### config.mk
export PLATFORM = sky130hd
export DESIGN_NAME = freq_meter
export DESIGN_NICKNAME = d
export VERILOG_FILES = /design/src/rtl/freq_meter.sv
export SDC_FILE = /design/constraint.sdc
export NUM_CORES = 1
export LEC_CHECK = 0
export ABC_AREA = 1
export CAP_MARGIN = 20
export CORE_MARGIN = 5
export CORE_UTILIZATION = 51
export CTS_BUF_LIST = sky130_fd_sc_hd__clkbuf_4 sky130_fd_sc_hd__clkbuf_8 sky130_fd_sc_hd__clkbuf_16
export DETAILED_ROUTE_END_ITERATION = 12
export GPL_TIMING_DRIVEN = 0
export PLACE_DENSITY = 0.85
export SETUP_SLACK_MARGIN = 0.2
export SLEW_MARGIN = 20
export SYNTH_ARGS = -nofsm -noshare
export SYNTH_HDL_FRONTEND = slang
export SYNTH_SLANG_ARGS = --single-unit
export TNS_END_PERCENT = 10
### constraint.sdc
create_clock -name clk_100M -period 2.15 [get_ports clk_100M]
set_clock_uncertainty 0.15 [all_clocks]
set_input_delay 0.3225 -clock clk_100M [delete_from_list [all_inputs] [get_ports clk_100M]]
set_output_delay 0.3225 -clock clk_100M [all_outputs]
set_load 0.03 [all_outputs]
### src/rtl/freq_meter.sv
// freq_meter: counts rising edges of an async square wave over a
// fixed gate window of the system clock; the result reads as edges per gate.
module freq_meter #(
  parameter int unsigned CLK_FREQ    = 100_000_000,
  parameter int unsigned GATE_CYCLES = 100_000_000,
  parameter int unsigned CNT_W       = 27
) (
  input  logic             clk_100M,
  input  logic             rst_n,
  input  logic             en,
  input  logic             sig_in,
  output logic [CNT_W-1:0] freq_hz,
  output logic             valid,
  output logic             ovf,
  output logic             gate_active
);

  localparam int unsigned GW =
    (GATE_CYCLES > 1) ? $clog2(GATE_CYCLES) : 1;
  localparam logic [GW-1:0] GATE_LAST = GW'(GATE_CYCLES - 1);

  if (GATE_CYCLES == 0 || CLK_FREQ == 0) begin : g_bad_param
    $error("freq_meter: GATE_CYCLES and CLK_FREQ must be nonzero");
  end

  typedef enum logic [1:0] {
    IDLE,
    COUNT,
    DONE
  } state_t;

  state_t           state;
  logic             s1;
  logic             s2;
  logic             s3;
  logic             edge_pls;
  logic [GW-1:0]    gate_cnt;
  logic [CNT_W-1:0] edge_cnt;
  logic             sat;
  logic             full;
  logic [CNT_W-1:0] cnt_nxt;
  logic             sat_nxt;

  always_ff @(posedge clk_100M or negedge rst_n) begin
    if (!rst_n) begin
      s1 <= 1'b0;
      s2 <= 1'b0;
      s3 <= 1'b0;
    end else begin
      s1 <= sig_in;
      s2 <= s1;
      s3 <= s2;
    end
  end

  assign edge_pls = s2 & ~s3;
  assign full     = &edge_cnt;

  // Saturating count including this cycle's edge, used for the final load too.
  assign cnt_nxt = edge_cnt + CNT_W'(edge_pls & ~full);
  assign sat_nxt = sat | (edge_pls & full);

  always_ff @(posedge clk_100M or negedge rst_n) begin
    if (!rst_n) begin
      state       <= IDLE;
      gate_cnt    <= '0;
      edge_cnt    <= '0;
      sat         <= 1'b0;
      freq_hz     <= '0;
      ovf         <= 1'b0;
      valid       <= 1'b0;
      gate_active <= 1'b0;
    end else begin
      valid <= 1'b0;
      unique case (state)
        IDLE: begin
          gate_cnt <= '0;
          edge_cnt <= '0;
          sat      <= 1'b0;
          if (en) begin
            state       <= COUNT;
            gate_active <= 1'b1;
          end
        end
        COUNT: begin
          if (!en) begin
            state       <= IDLE;
            gate_active <= 1'b0;
          end else begin
            gate_cnt <= gate_cnt + GW'(1);
            edge_cnt <= cnt_nxt;
            sat      <= sat_nxt;
            if (gate_cnt == GATE_LAST) begin
              state       <= DONE;
              gate_active <= 1'b0;
              valid       <= 1'b1;
              freq_hz     <= cnt_nxt;
              ovf         <= sat_nxt;
            end
          end
        end
        DONE: begin
          gate_cnt <= '0;
          edge_cnt <= '0;
          sat      <= 1'b0;
          if (en) begin
            state       <= COUNT;
            gate_active <= 1'b1;
          end else begin
            state <= IDLE;
          end
        end
        default: begin
          state       <= IDLE;
          gate_active <= 1'b0;
        end
      endcase
    end
  end

endmodule

# Yosys cells after proc, flatten, opt, wreduce, memory -nomap -nowiden
# Cells that the tools add are included.
# totals
wordCells	52
register_bits	90
output_inout_bits	30
inputBits	4
# op_classes
mux	18
add_sub_neg	2
n_reduce_logical	8
eq_ne	7
bitwise	6
# ops
operator	n
$pmux 27 s2	2
$mux 27	2
$add 27x1->27 const B	1
$add 27x27->27	1
$and 1x27->27	1
$eq 27x27->1 const B	1
$not 1->27	1
$reduce_and 27->1	1
$mux 1	8
$mux 2	3
$pmux 2 s3	1
$reduce_and 2->1	3
$ne 2x2->1 const B	2
$pmux 1 s2	2
$ne 3x3->1 const B	1
$reduce_and 3->1	1
$and 1x1->1	2
$eq 2x1->1 const B	1
$eq 2x2->1 const B	1
$logic_not 2->1	1
$ne 2x1->1 const B	1
$reduce_bool 2->1	1
$reduce_or 2->1	1
$not 1->1	1
$or 1x1->1	1

# Logic depth before layout (Yosys ltp)
# logic_depth
depth_word	6
ltp_mapped	17
depth_no_buf	16

# Worst setup path before layout
# No wires, ideal clock.
# synth_path
path_kind	register -> register
startpoint	register edge_cnt[9]
endpoint	register edge_cnt[18]
synth_period_minus_slack_ns	2.289
required_time_ns	1.868
setup_time_ns	0.132
t_arrival_ns	2.007
stages_incl_launch_ff	15
setup_slack_ns	-0.139
n_path_buf	0
cell_sequence	dfrtp_1 > nand2_1 > nor2_1 > nand2_1 > nor2_1 > a21boi_0 > ha_1 > ha_1 > nand3_1 > inv_1 > nand3_1 > o21ai_0 > nand2_1 > nand2_1 > o21ai_0
# synth_between
elab_chain_len	6
# synth_rtl
element	line	rtl
from (decl)	38	logic [CNT_W-1:0] edge_cnt;
from (signal assigned)	91	edge_cnt <= cnt_nxt;
$reduce_and 27->1	57	assign full = &edge_cnt;
$not 1->27	60	assign cnt_nxt = edge_cnt + CNT_W'(edge_pls & ~full);
$and 1x27->27	60	
$add 27x27->27 (*)	60	
$mux 27 (*)	86	if (!en) begin
$pmux 27 s2 (*)	75	unique case (state)
# Every way passes the cells marked *; elsewhere a longest branch is shown, timed or not. The select of a mux whose other input is x is not followed.
# A chain may end at the register's enable or synchronous reset.

# Worst setup path after layout
# layout_path
startpoint	register edge_cnt[19]
endpoint	register edge_cnt[14]
# layout_between
elab_chain_len	6
# layout_rtl
element	line
$reduce_and 27->1	57
$not 1->27	60
$and 1x27->27	60
$add 27x27->27	60
$mux 27	86
$pmux 27 s2	75
# Every way passes these cells. The select of a mux whose other input is x is not followed.

==> impl_metrics.csv <==
group,metric,value,unit
critical_path,crit_top_cell,"nand2_1",
pwr,finalPower,3.14,mW
synthesis,yosys_warnings,0,
floorplan,die_area,11500,um^2
synthesis,avgSynthCellArea,7.14,um^2
timing,fin_crit,2.36,ns
final_layout,fillers,705,
grt,grt_pass1_vias,4568,
critical_path,path_max_fanout,4,
timing,hold_slack,0.208,ns
clocking,htreeDepth,3,
grt,grt_pass1_wl,21000,um
flow_run,cap_violations,0,
floorplan,die_h,107,um
critical_path,worstPathArrival,2.47,ns
route,vias,4803,
critical_path,crit_type,"flop to flop",
critical_path,start_kind,"flop",
floorplan,core_area,9240,um^2
synthesis,ys_seq_elements,90,
final_layout,multiInputGateArea,2520,um^2
clocking,cts.reportedPaths.clkPinSlew,0.09,ns
route,drtIter0Drc,283,
final_layout,final_layout_size_suffix_gt1_frac,0.186,
synthesis,ys_types,32,
grt,track_usage,0.229,
clocking,cts_sinks,90,
placed_design,gp_congestion,0.939,
final_layout,final_common_cell,"nand2_1",
grt,grt_max_degree,56,
route,via_per_inst,5.36,
synthesis,synth_edf_count,0,
route,drc,0,
clocking,clk_latency,0.37,ns
critical_path,path_cells,"nand2_1, nor2_1, nand2_1, nor2_2, a21boi_2, ha_2, ha_4, nand3_4, inv_4, nand3_4, o21bai_1, nand2_1, nand2_1, o21ai_1",
final_layout,syn_to_final_growth,28.2,%
placed_design,placed_area,5410,um^2
pwr,p_leak,2.85,nW
timing,slew_viol_final,0,
min_path,min-delay-path-class,"flop to flop",
grt,grt_overflow,0,
timing,period_share,1.10,
critical_path,critPathMaxStageDelay,0.41,ns
floorplan,start_util,0.524,
placed_design,placed_cells,841,
critical_path,cp_slowest_cell,"dfrtp_1",
final_layout,utilization,0.672,
clocking,cts_buffers,9,
route,drtAntennaViolNets,0,
final_layout,nNetsFinal,770,
timing,slew_headroom,0.638,
clocking,cts_tree,"yes",
clocking,cts_buffer_depth,2,
timing,worst-slew-pin-transition,0.543,ns
min_path,hold_path_depth,0,
route,routedWlPerCell,15.0,um
route,drt_wl_total,13400,um
critical_path,reg2regPathDepth,14,
critical_path,worstPathRequired,2.26,ns
final_layout,fin_cells,896,
final_layout,final_cell_mix,"nand2_1, dfrtp_1, nor2_1, inv_1, buf_4",
timing,fmax,423,MHz
synthesis,synthesis.nets,686,
synthesis,synth_area,4840,um^2
synthesis,synth-async-reset-ratio,1.00,
synthesis,postSynthCellCount,678,
final_layout,insertedDiodeCount,0,
floorplan,rows,35,
grt,antenna_found_initial,0,
outcome,outcome,"finished, violations left",
timing,final_hold_viol_count,0,
pwr,p_per_area,506,nW/um^2
pwr,peakVddDrop,276,uV
synthesis,synth_ff_type,"dfrtp_1",
route,drtPass1Iterations,5,
synthesis,ys_seq_area_frac,0.465,
timing,report.final.setup_viol,38,
timing,rsz0062_at_grt,"yes",
placed_design,dp_hpwl,8650,um
final_layout,design_area,6210,um^2
critical_path,setup.worst_path.end_class,"flop",
placed_design,io_buffers,33,
floorplan,die_w,107,um
outcome,violations,"negative setup slack",
timing,worst_slack,-0.212,ns
floorplan,boundaryPins,34,
final_layout,regArea,2260,um^2
clocking,cts_root_buf,"clkbuf_8",
path summary, 6_finish.rpt:
path	start	to	slack [ns]
min	s1	s2	0.21
min in group asynchronous	rst_n	freq_hz[2]	0.30
max reg2reg	edge_cnt[19]	edge_cnt[14]	-0.21
max	edge_cnt[19]	edge_cnt[14]	-0.21
max in group asynchronous	rst_n	edge_cnt[23]	0.92
min reg2reg	s1	s2	0.21
final cells by class:
class                      count  area share
buffer                        15      0.0175
clock buffer                  11      0.0224
clock inverter                 5      0.0103
inverter                      73      0.0461
multi-input combinational    500       0.406
sequential                    90       0.363
tap                          129      0.0260
timing repair buffer          73       0.108
per-layer routing:
metal  wire length (um)  global-route usage
met5                  0                   0
met4                531              0.0992
met3                949              0.0438
met2               6630               0.393
met1               5290               0.281
report_power, final:
part	internal [mW]	switching, mW
clock	0.572	0.633
sequential	1.71	0.0120
combinational	0.0579	0.158
synth_stat cells, types with 3 or more instances:
cell type,n,area (um^2)
a21oi_1,11,55.1
buf_2,7,35.0
buf_6,3,33.8
clkbuf_1,3,11.3
dfrtp_1,90,2250
ha_1,4,50.1
inv_1,71,267
nand2_1,268,1010
nand2_2,3,18.8
nand3_1,24,120
nand3b_1,10,75.1
nand4_1,10,62.6
nor2_1,95,357
nor2_2,3,18.8
nor2_4,3,33.8
nor3_1,7,35.0
o21ai_0,34,170
o22ai_1,6,37.5
xor2_1,9,78.8
metrics by stage:
step           worst slack, ns  setup TNS, ns
6_report                -0.212          -3.56
5_1_grt                 -0.291          -8.48
4_1_cts                -0.0249        -0.0299
3_5_place_dp            -0.363         -10.53
3_3_place_gp             -2.64        -244.42
2_1_floorplan           0.0497              0
worst max-delay path, delay by kind of cell (launching register included):
kind / cells / cell delay [ns]
AO/OA/AOI/OAI: 3 / 0.40
adder cells (fa/ha/maj): 2 / 0.40
buffers and inverters: 1 / 0.12
flip-flops: 1 / 0.41
AND/OR/NAND/NOR: 8 / 0.75
flip-flops by register name, indices dropped and copies added, names as in the netlist:
name,cells
edge_cnt,27
freq_hz,27
gate_cnt,27
state,2
gate_active,1
ovf,1
s1,1
s2,1
s3,1
sat,1
valid,1
logic make-up (layout without fill, tap and decap cells):
group | count (synthesis) | in the layout | share of synthesized area
AOI/OAI and AO/OA | 60 | 60 | 0.0695
adders and majority gates | 4 | 4 | 0.0103
DFF | 90 | 90 | 0.465
xor gates and xnor gates | 11 | 11 | 0.0199
buffers and inverters | 88 | 177 | 0.0754
and+or+nand+nor | 425 | 425 | 0.360
timing repair:
action,4_1_cts,5_1_grt
hold buffers,1,0
resized for setup,38,61
hold endpoints to repair,35,0
pin swaps,20,21
setup buffers,29,9
cloned,0,0
setup endpoints to repair,50,64
Note: power is estimated with default switching activity, not from simulation.
